## src/rtl/snn_delay_layer.sv

```systemverilog
// rtl/snn_delay_layer.sv - LIF spiking layer with per-synapse axonal delays, one neuron evaluated per cycle.
// Optional per-neuron saturating spike counters are built when SNN_SPIKE_COUNT_EN is defined.
module snn_delay_layer #(
    parameter int M    = 8,
    parameter int N    = 8,
    parameter int WW   = 2,
    parameter int MPW  = 6,
    parameter int DW   = 3,
    parameter int DECW = 3,
    parameter int RPW  = 5,
    parameter int CW   = 8
) (
    input  logic                 clk,
    input  logic                 reset,
    input  logic                 enable,
    input  logic                 step_valid,
    output logic                 step_ready,
    input  logic [M-1:0]         input_spikes,
    input  logic [N*M*WW-1:0]    weights,
    input  logic [N*M*DW-1:0]    delays,
    input  logic [MPW-1:0]       threshold,
    input  logic [DECW-1:0]      decay,
    input  logic [RPW-1:0]       refractory_period,
    output logic [N-1:0]         output_spikes,
    output logic [N*MPW-1:0]     membrane_potential_out,
    output logic                 output_data_ready,
    input  logic                 count_clear,
    output logic [N*CW-1:0]      spike_count
);

    localparam int HL = (1 << DW) - 1;
    localparam int IW = (N > 1) ? $clog2(N) : 1;
    localparam int SW = MPW + WW + $clog2(M + 1) + 2;
    localparam logic signed [SW-1:0] VMAX = SW'((1 << MPW) - 1);

    localparam logic [1:0] S_IDLE = 2'd0;
    localparam logic [1:0] S_EVAL = 2'd1;
    localparam logic [1:0] S_DONE = 2'd2;

    logic [1:0]     r_state;
    logic [IW-1:0]  r_idx;
    logic [M-1:0]   r_spk_q;
    logic [HL-1:0]  r_hist [M];
    logic [MPW-1:0] r_v [N];
    logic [RPW-1:0] r_ref [N];
    logic [N-1:0]   r_spk_sh;
    logic [N-1:0]   r_out_spk;
    logic           r_odr;

    logic [M-1:0]          w_bit;
    logic signed [WW-1:0]  w_wgt [M];
    logic signed [SW-1:0]  w_sum;
    logic signed [SW-1:0]  w_vnext;
    logic [MPW-1:0]        w_vclamp;
    logic                  w_refr;
    logic                  w_fire;
    logic                  w_last;
    logic [N-1:0]          w_sh_next;

    // History is shared per input; each synapse just picks its tap.
    for (genvar m = 0; m < M; m++) begin : g_syn
        logic [DW-1:0] w_d;
        assign w_d      = delays[(int'(r_idx) * M + m) * DW +: DW];
        assign w_wgt[m] = weights[(int'(r_idx) * M + m) * WW +: WW];
        assign w_bit[m] = (w_d == '0) ? r_spk_q[m] : r_hist[m][w_d - 1'b1];
    end

    always_comb begin
        w_sum = '0;
        for (int m = 0; m < M; m++) begin
            if (w_bit[m]) begin
                w_sum = w_sum + SW'(w_wgt[m]);
            end
        end
        w_vnext = $signed({{(SW-MPW){1'b0}}, r_v[r_idx]})
                - $signed({{(SW-DECW){1'b0}}, decay})
                + w_sum;
        if (w_vnext < 0) begin
            w_vclamp = '0;
        end else if (w_vnext > VMAX) begin
            w_vclamp = VMAX[MPW-1:0];
        end else begin
            w_vclamp = w_vnext[MPW-1:0];
        end
        w_refr           = (r_ref[r_idx] != '0);
        w_fire           = !w_refr && (w_vclamp >= threshold);
        w_last           = (r_idx == IW'(N - 1));
        w_sh_next        = r_spk_sh;
        w_sh_next[r_idx] = w_fire;
    end

    always_ff @(posedge clk) begin
        if (reset) begin
            r_state   <= S_IDLE;
            r_idx     <= '0;
            r_spk_q   <= '0;
            r_spk_sh  <= '0;
            r_out_spk <= '0;
            r_odr     <= 1'b0;
            for (int m = 0; m < M; m++) begin
                r_hist[m] <= '0;
            end
            for (int n = 0; n < N; n++) begin
                r_v[n]   <= '0;
                r_ref[n] <= '0;
            end
        end else begin
            r_odr <= 1'b0;
            case (r_state)
                S_IDLE: begin
                    if (step_valid && step_ready) begin
                        r_spk_q  <= input_spikes;
                        r_idx    <= '0;
                        r_spk_sh <= '0;
                        r_state  <= S_EVAL;
                    end
                end
                S_EVAL: begin
                    if (w_refr) begin
                        r_ref[r_idx] <= r_ref[r_idx] - 1'b1;
                        r_v[r_idx]   <= '0;
                    end else if (w_fire) begin
                        r_v[r_idx]   <= '0;
                        r_ref[r_idx] <= refractory_period;
                    end else begin
                        r_v[r_idx]   <= w_vclamp;
                    end
                    r_spk_sh <= w_sh_next;
                    // Publish spikes together with the ready pulse so both are seen in DONE.
                    if (w_last) begin
                        r_out_spk <= w_sh_next;
                        r_odr     <= 1'b1;
                        r_state   <= S_DONE;
                    end else begin
                        r_idx <= r_idx + 1'b1;
                    end
                end
                S_DONE: begin
                    for (int m = 0; m < M; m++) begin
                        r_hist[m] <= {r_hist[m][HL-2:0], r_spk_q[m]};
                    end
                    r_state <= S_IDLE;
                end
                default: r_state <= S_IDLE;
            endcase
        end
    end

    assign step_ready        = (r_state == S_IDLE) && enable;
    assign output_spikes     = r_out_spk;
    assign output_data_ready = r_odr;

    for (genvar n = 0; n < N; n++) begin : g_mem
        assign membrane_potential_out[n*MPW +: MPW] = r_v[n];
    end

`ifdef SNN_SPIKE_COUNT_EN
    logic [CW-1:0] r_cnt [N];

    always_ff @(posedge clk) begin
        if (reset || count_clear) begin
            for (int n = 0; n < N; n++) begin
                r_cnt[n] <= '0;
            end
        end else if (r_state == S_DONE) begin
            for (int n = 0; n < N; n++) begin
                if (r_out_spk[n] && (r_cnt[n] != '1)) begin
                    r_cnt[n] <= r_cnt[n] + 1'b1;
                end
            end
        end
    end

    for (genvar n = 0; n < N; n++) begin : g_cnt
        assign spike_count[n*CW +: CW] = r_cnt[n];
    end
`else
    logic w_unused_clear;
    assign w_unused_clear = count_clear;
    assign spike_count    = '0;
`endif

endmodule

```

## config.mk

```make
export PLATFORM = sky130hd
export DESIGN_NAME = snn_delay_layer
export DESIGN_NICKNAME = d
export VERILOG_FILES = /design/src/rtl/snn_delay_layer.sv
export SDC_FILE = /design/constraint.sdc
export NUM_CORES = 1
export LEC_CHECK = 0
export ABC_CLOCK_PERIOD_IN_PS = 54800
export CORE_UTILIZATION = 55
export DETAILED_ROUTE_END_ITERATION = 6
export GPL_ROUTABILITY_DRIVEN = 0
export GPL_TIMING_DRIVEN = 0
export MAX_ROUTING_LAYER = met4
export PLACE_DENSITY_LB_ADDON = 0.15
export SLEW_MARGIN = 10
export SYNTH_ARGS = -nofsm -noshare
export SYNTH_HDL_FRONTEND = slang
export SYNTH_SLANG_ARGS = --single-unit
```

## constraint.sdc

```tcl
create_clock -name clk -period 54.8 [get_ports clk]
set_clock_uncertainty 0.15 [all_clocks]
set_input_delay 8.22 -clock clk [delete_from_list [all_inputs] [get_ports clk]]
set_output_delay 8.22 -clock clk [all_outputs]
set_load 0.01 [all_outputs]
```

==> impl_metrics.toml, run 1 <==
[worst_setup_path]
critPathBufInv = 5
critical_path_class = "input pin to flop"
end_kind = "flop"
cp_top_family = "compound AO/OA/AOI/OAI gates"
slowest_stage = "a2111oi_0"
cp-start-kind = "input pin"
crit_fanout = 10
crit_required_ns = 54.89
r2r_cells = 81
critPathMaxStageDelay_ns = 0.69
path_common_cell = "ha_1"
cp.arrival_ns = 25.95
cp.depth = 69

[synth]
ys_seq_elements = 177
synthMuxAreaShare_pct = 28.38
syn_area_per_cell_um2 = 10.21
synth-simple-area-share_pct = 15.34
ys_warn_count = 0
synth_compound_gate_area_share_pct = 11.33
synth.area.top_cells = "edfxtp_1 (22%), mux4_2 (20%), ha_1 (7.9%), mux2i_1 (4.5%), dfxtp_1 (3.3%)"
ys_types = 95
netlist_instances = 1944
async_flop_share_pct = 0
synth-xor-area-share_pct = 3.453
synth.largest_area_cell = "edfxtp_1"
synth_ff_type = "edfxtp_1"
synthAdderAreaFrac_pct = 9.352
syn_area_mm2 = 0.01985
ys_seq_area_share_pct = 25.11
synth_top_family_by_area = "multiplexers"
synth-edff-count = 144
yosysTopAreaCellShare_pct = 21.78

[floorplan]
die_w_um = 192.0
ios = 469
start_util_pct = 55.82
design.core.area_mm2 = 0.03557
die_h_um = 192.0
rows = 69
die_area_mm2 = 0.03686

[outcome]
status = "finished clean"

[placement]
port_buffers = 403
dpl.hpwl_mm = 54.00

[detailed_routing]
post_drt_wl_per_cell_um = 22.92
route.detailed.drc = 0
drtAntennaViolNets = 0
drt-initial-drc-count = 2041
wl_mm = 66.68
first_pass_iters = 6
drt-vias-per-instance = 6.389
vias = 18590

[cts]
path_clk_slew_ns = 0.08
post_cts_resized = 0
clock_sinks = 177
htree_levels = 4
root_buffer = "clkbuf_16"
clock_latency_ns = 0.44
cts_setup_buffers = 0
cts_tree = "yes"
cts_max_path_buffers = 2
cts_made_buffers = 17
cts_hold_buf = 0

[grt]
met2_usage_pct = 60.86
grt.total_usage_pct = 37.12
use_met1_pct = 43.53
busiest_layer = "met2"
antenna_found_initial = 4
grt_pass1_vias = 18440
grt_use_met3_pct = 6.194
gr-total-overflow = 0
grt_max_degree = 38
grt_pass1_wl_mm = 100.9

[sta]
max_slew_margin_pct = 18.42
finalSetupViolCount = 0
layout_worst_path_cycle_share_pct = 47.19
setup_tns_ns = 0
worst_slew_pin_slew_ns = 1.224
finalHoldViolations = 0
rsz0062_at_grt = "no"
fmax_ghz = 0.03867
slew_violations = 0
layout_min_cycle_time_ns = 25.86

[worst_hold_path]
whs_path_depth = 2
min_path_type = "flop to flop"

[cells_and_area]
area_growth_syn_to_layout_pct = 27.63
final_common_cell = "clkdlybuf4s50_1"
final_cell_mix = "clkdlybuf4s50_1 (403), mux4_2 (178), nand2_1 (176)"
fillCellCount = 2639
drive_gt1_share_pct = 16.91
nets = 2917

[job]
drv_cap = 0
kinds of logic after synthesis:
kind of cell	after synthesis
xor+xnor	68
mux	330
buf+inv	254
other cells	1
compound gates	350
simple gates	624
flops	177
fa+ha+maj	140
flip-flops by register name, indices dropped and copies added, names as in the netlist, named ones only:
signal,flops
r_v,48
output_spikes,8
r_state,2
r_ref,40
r_spk_q,8
r_spk_sh,8
r_hist,56
output_data_ready,1
r_idx,3
through the flow:
stage | utilization (%) | hold slack [ns] | setup slack (ns) | instances | cell area, um^2
5_1_grt | 71.23 | 0.3518 | 27.61 | 2908 | 25340
3_3_place_gp | 69.45 | 0.2968 | 29.56 | 2871 | 24700
3_5_place_dp | 69.51 | 0.3014 | 28.83 | 2872 | 24720
6_report | 71.24 | 0.3134 | 28.94 | 2909 | 25340
4_1_cts | 71.20 | 0.3132 | 29.22 | 2904 | 25330
2_1_floorplan | - | 0.2863 | 32.24 | 2007 | 20090
per-layer routing:
metal / part of all wire, % / vias to the layer above
met2: 48 / 1283
met4: 6.0 / 0
met1: 36 / 8851
met5: 0 / -
met3: 10 / 292
li1: - / 8161
path summary, 6_finish.rpt:
kind,start,end,slack (ns)
max,delays[24],r_v[7][0]$_SDFFCE_PN0P_,28.94
max reg2reg,r_idx[1]$_SDFFE_PP0P_,r_v[7][0]$_SDFFCE_PN0P_,31.58
min,r_spk_q[6]$_SDFFE_PP0P_,r_spk_q[6]$_SDFFE_PP0P_,0.31
min reg2reg,r_spk_q[6]$_SDFFE_PP0P_,r_spk_q[6]$_SDFFE_PP0P_,0.31
worst reg2reg max path, delay by kind of cell, from the launching register on:
family / cells / cell delay (ns)
buf+inv: 16 / 6.16
simple gates: 24 / 5.49
compound gates: 22 / 4.89
fa+ha+maj: 10 / 3.34
mux: 7 / 2.03
flops: 1 / 0.73
xor+xnor: 2 / 0.27
area by class of cell:
| class | instances | area, um^2 | share of cell area [%] |
|---|---|---|---|
| inverter | 89 | 334.1 | 1.318 |
| buffer | 165 | 1060 | 4.182 |
| antenna | 5 | 12.51 | 0.04938 |
| clock inverter | 15 | 177.7 | 0.7012 |
| tap | 461 | 576.8 | 2.276 |
| clock buffer | 17 | 425.4 | 1.679 |
| timing repair buffer | 404 | 4054 | 16.00 |
| sequential | 177 | 4985 | 19.67 |
| multi-input combinational | 1576 | 13710 | 54.12 |
Yosys cell counts (14+ instances only):
cell / instances
a21boi_0: 15
a21o_1: 19
a21oi_1: 103
and2_1: 52
and3_1: 15
buf_4: 73
buf_6: 15
clkbuf_1: 52
dfxtp_1: 33
edfxtp_1: 144
fa_1: 14
ha_1: 126
inv_1: 86
mux2_2: 53
mux2i_1: 89
mux4_2: 178
nand2_1: 176
nand2b_1: 26
nand3_1: 33
nor2_1: 147
nor2b_1: 38
nor3_1: 75
o21ai_0: 81
o21ai_1: 15
xnor2_1: 42
xor2_1: 18
Power of run 1 is left out: the tool's default activity adds up to more than one toggle a clock period on the data nets, which glitch-free logic cannot reach.
==> inputs of run 2 (changes only) <==
--- a/config.mk
+++ b/config.mk
@@ -5,8 +5,8 @@
 export SDC_FILE = /design/constraint.sdc
 export NUM_CORES = 1
 export LEC_CHECK = 0
-export ABC_CLOCK_PERIOD_IN_PS = 54800
-export CORE_UTILIZATION = 55
+export ABC_CLOCK_PERIOD_IN_PS = 25700
+export CORE_UTILIZATION = 52
 export DETAILED_ROUTE_END_ITERATION = 6
 export GPL_ROUTABILITY_DRIVEN = 0
 export GPL_TIMING_DRIVEN = 0
==> constraint.sdc (replaced) <==
create_clock -name clk -period 25.7 [get_ports clk]
set_clock_uncertainty 0.15 [all_clocks]
set_input_delay 3.855 -clock clk [delete_from_list [all_inputs] [get_ports clk]]
set_output_delay 3.855 -clock clk [all_outputs]
set_load 0.01 [all_outputs]
==> impl_metrics.toml, run 2 (synthesis gave the netlist of run 1 again) <==
[worst_setup_path]
critPathMaxStageDelay_ns = 0.80
crit_required_ns = 25.80
crit_fanout = 10
critical_path_class = "flop to flop"
cp-start-kind = "flop"
path_common_cell = "ha_1"
cp.arrival_ns = 23.03
slowest_stage = "clkbuf_1"
end_kind = "flop"

[cts]
cts_tree = "yes"
clock_sinks = 177
cts_max_path_buffers = 2
post_cts_resized = 0
htree_levels = 4
cts_hold_buf = 0
cts_setup_buffers = 0
path_clk_slew_ns = 0.07
cts_made_buffers = 17
clock_latency_ns = 0.44
root_buffer = "clkbuf_16"

[cells_and_area]
drive_gt1_share_pct = 16.91
largest_register_ff_count = 56
top_regs = "r_hist x56, r_v x48, r_ref x40"
final_cell_mix = "clkdlybuf4s50_1 (403), mux4_2 (178), nand2_1 (176)"
largest_register = "r_hist"
final_common_cell = "clkdlybuf4s50_1"
instances_no_fill = 2959
nets = 2917
fin_area_mm2 = 0.02541
area_growth_syn_to_layout_pct = 27.98

[grt]
gr-total-overflow = 0
grt_pass1_vias = 17880
grt_max_degree = 35
antenna_found_initial = 5
grt.total_usage_pct = 34.58
grt_pass1_wl_mm = 99.84

[detailed_routing]
drtAntennaViolNets = 0
vias = 18260
wl_mm = 65.95
first_pass_iters = 6
drt-initial-drc-count = 1776
post_drt_wl_per_cell_um = 22.29
drt-vias-per-instance = 6.172
route.detailed.drc = 0

[sta]
layout_min_cycle_time_ns = 22.93
layout_worst_path_cycle_share_pct = 89.23
hold_ws_ns = 0.3439
worst_slew_pin_slew_ns = 1.213
fmax_ghz = 0.04361
max_slew_margin_pct = 19.13
rsz0062_at_grt = "no"
setup_tns_ns = 0
finalHoldViolations = 0
finalSetupViolCount = 0
slew_violations = 0

[placement]
placedInstanceArea_mm2 = 0.02479
dpl.hpwl_mm = 53.53
placed_cells = 2922
port_buffers = 403

[floorplan]
design.core.area_mm2 = 0.03758
die_w_um = 197.4
rows = 71
ios = 469
die_area_mm2 = 0.03897
die_h_um = 197.4
start_util_pct = 52.84

[outcome]
status = "finished clean"

[job]
drv_cap = 0

[worst_hold_path]
min_path_type = "flop to flop"
run 2: cell type report:
class                      instances  area [um^2]
multi-input combinational       1576        13710
fill                            2892        12170
sequential                       177         4985
timing repair buffer             404         4054
buffer                           165         1060
tap                              511        639.4
clock buffer                      17        425.4
inverter                          89        334.1
clock inverter                    15        185.2
antenna                            5        12.51
run 2: path summary, 6_finish.rpt:
path | start | to | slack (ns) | cells after the start
worst min register to register | r_spk_sh[7]$_SDFFE_PP0P_ | r_spk_sh[7]$_SDFFE_PP0P_ | 0.34 | 2
worst min-delay path | r_spk_sh[7]$_SDFFE_PP0P_ | r_spk_sh[7]$_SDFFE_PP0P_ | 0.34 | 2
worst max-delay path | r_idx[1]$_SDFFE_PP0P_ | r_v[5][2]$_SDFFCE_PN0P_ | 2.77 | 84
worst max register to register | r_idx[1]$_SDFFE_PP0P_ | r_v[5][2]$_SDFFCE_PN0P_ | 2.77 | 84
run 2: worst max-delay path, delay by kind of cell (launching register included):
| kind | cells | cell delay [ns] |
|---|---|---|
| buf+inv | 16 | 6.02 |
| simple gates | 25 | 5.53 |
| compound gates | 24 | 4.76 |
| fa+ha+maj | 10 | 3.43 |
| mux | 5 | 1.52 |
| flops | 1 | 0.70 |
| xor+xnor | 4 | 0.59 |
run 2: per-layer routing:
metal  part of all wire (%)  wire [um]  track usage (%)  vias up
li1                       -          -                -     8168
met2                     49      32270            57.08     1133
met4                    4.4       2923            14.84        0
met3                    9.5       6293            6.881      230
met5                      0          0                -        -
met1                     37      24460            41.13     8733
run 2: stage by stage:
step / worst slack [ns] / utilization (%)
2_1_floorplan: 7.508 / -
3_3_place_gp: 3.699 / 65.90
3_5_place_dp: 3.293 / 65.96
4_1_cts: 3.235 / 67.59
5_1_grt: 1.616 / 67.62
6_report: 2.768 / 67.62
Power of run 2 is left out for the same reason.
==> inputs of run 3 (changes only) <==
--- a/config.mk
+++ b/config.mk
@@ -5,8 +5,8 @@
 export SDC_FILE = /design/constraint.sdc
 export NUM_CORES = 1
 export LEC_CHECK = 0
-export ABC_CLOCK_PERIOD_IN_PS = 25700
-export CORE_UTILIZATION = 52
+export ABC_CLOCK_PERIOD_IN_PS = 24400
+export CORE_UTILIZATION = 48
 export DETAILED_ROUTE_END_ITERATION = 6
 export GPL_ROUTABILITY_DRIVEN = 0
 export GPL_TIMING_DRIVEN = 0
==> constraint.sdc (replaced) <==
create_clock -name clk -period 24.4 [get_ports clk]
set_clock_uncertainty 0.15 [all_clocks]
set_input_delay 3.66 -clock clk [delete_from_list [all_inputs] [get_ports clk]]
set_output_delay 3.66 -clock clk [all_outputs]
set_load 0.01 [all_outputs]
==> impl_metrics.toml, run 3 (synthesis gave the netlist of run 1 again) <==
[sta]
finalSetupViolCount = 0
worst_slew_pin_slew_ns = 1.143
slew_violations = 0
setup_tns_ns = 0
max_slew_margin_pct = 23.83
fmax_ghz = 0.04405
rsz0062_at_grt = "no"
layout_worst_path_cycle_share_pct = 93.03
layout_min_cycle_time_ns = 22.70
finalHoldViolations = 0

[cells_and_area]
nets = 2916
final_core_util_pct = 62.25
largest_register = "r_hist"
final_common_cell = "clkdlybuf4s50_1"
multi_input_area_mm2 = 0.01372
fillCellCount = 3405
final_cell_mix = "clkdlybuf4s50_1 (403), mux4_2 (178), nand2_1 (176)"
largest_register_ff_count = 56
drive_gt1_share_pct = 16.91
area_growth_syn_to_layout_pct = 28.02
top_regs = "r_hist x56, r_v x48, r_ref x40"
register_area_mm2 = 0.004985

[worst_setup_path]
cp-start-kind = "flop"
end_kind = "flop"
slowest_stage = "clkbuf_1"
r2r_cells = 84
crit_fanout = 10
critPathMaxStageDelay_ns = 0.84
critical_path_class = "flop to flop"
r2r_start = "r_idx[1]$_SDFFE_PP0P_"
cp.arrival_ns = 22.81
worst-r2r-setup-slack_ns = 1.70
path_common_cell = "ha_1"
reg2reg_to = "r_v[7][0]$_SDFFCE_PN0P_"
crit_required_ns = 24.51

[job]
drv_cap = 0

[worst_hold_path]
min_path_type = "flop to flop"
hold_start = "r_spk_sh[3]$_SDFFE_PP0P_"
whs_path_depth = 2
min_to = "r_spk_sh[3]$_SDFFE_PP0P_"

[detailed_routing]
first_pass_iters = 5
post_drt_wl_per_cell_um = 22.34
drt-initial-drc-count = 1751
vias = 18290
route.detailed.drc = 0
drtAntennaViolNets = 0
drt-vias-per-instance = 6.137
wl_mm = 66.56

[floorplan]
ios = 469
die_w_um = 205.4
die_area_mm2 = 0.04218
design.core.area_mm2 = 0.04083
rows = 74
die_h_um = 205.4
start_util_pct = 48.62

[cts]
post_cts_resized = 0
cts_max_path_buffers = 2
cts_made_buffers = 17
htree_levels = 4
clock_latency_ns = 0.43
cts_setup_buffers = 0
cts_tree = "yes"
cts_hold_buf = 0
clock_sinks = 177
root_buffer = "clkbuf_16"
path_clk_slew_ns = 0.08

[placement]
port_buffers = 403
dpl.hpwl_mm = 54.14

[grt]
antenna_found_initial = 6
grt_pass1_vias = 17800
gr-total-overflow = 0
grt_max_degree = 57
grt.total_usage_pct = 32.17
grt_pass1_wl_mm = 99.99

[outcome]
status = "finished clean"
## run 3: how the worst max path moves through the flow
stage / start / endpoint / slack (ns) / depth (start not counted)
floorplan: delays[72] / r_v[1][0]$_SDFFCE_PN0P_ / 6.40 / 67
global placement: r_idx[1]$_SDFFE_PP0P_ / r_v[7][1]$_SDFFCE_PN0P_ / 2.57 / 84
detailed placement: r_idx[1]$_SDFFE_PP0P_ / r_v[7][0]$_SDFFCE_PN0P_ / 2.35 / 84
CTS: r_idx[1]$_SDFFE_PP0P_ / r_v[7][0]$_SDFFCE_PN0P_ / 2.22 / 84
global route: r_idx[1]$_SDFFE_PP0P_ / r_v[7][3]$_SDFFCE_PN0P_ / 0.30 / 82
finish: r_idx[1]$_SDFFE_PP0P_ / r_v[7][0]$_SDFFCE_PN0P_ / 1.70 / 84
## run 3: final cells by class
cell class                      count  area share (%)
Buffer                            165           4.174
Antenna cell                        6         0.05907
Clock buffer                       18           1.728
Tap cell                          532           2.619
Timing Repair Buffer              403           15.87
Sequential cell                   177           19.61
Multi-Input combinational cell   1576           53.98
Inverter                           89           1.314
Clock inverter                     14          0.6449
## run 3: worst max-delay path, delay by kind of cell, from the launching register on
family | cells | cell delay [ns]
buf+inv | 16 | 5.96
simple gates | 24 | 5.38
compound gates | 25 | 4.75
fa+ha+maj | 10 | 3.43
mux | 5 | 1.46
flops | 1 | 0.69
xor+xnor | 4 | 0.64
## run 3: stage by stage
stage	instance area, um^2	worst slack, ns	cells	hold WS, ns
after floorplan	20090	6.403	2007	0.2863
after global placement	24790	2.574	2942	0.2978
after detailed placement	24800	2.348	2942	0.3229
after CTS	25400	2.223	2974	0.3371
after global routing	25420	0.2984	2980	0.3509
final	25420	1.700	2980	0.3347
## run 3: routing by layer
layer | global-route usage [%] | wire [um] | vias up
met3 | 5.417 | 6224 | 206
met5 | - | 0 | -
met4 | 13.62 | 2847 | 0
met1 | 39.36 | 25230 | 8791
met2 | 52.58 | 32260 | 1129
li1 | - | - | 8162
Power of run 3 is left out for the same reason.
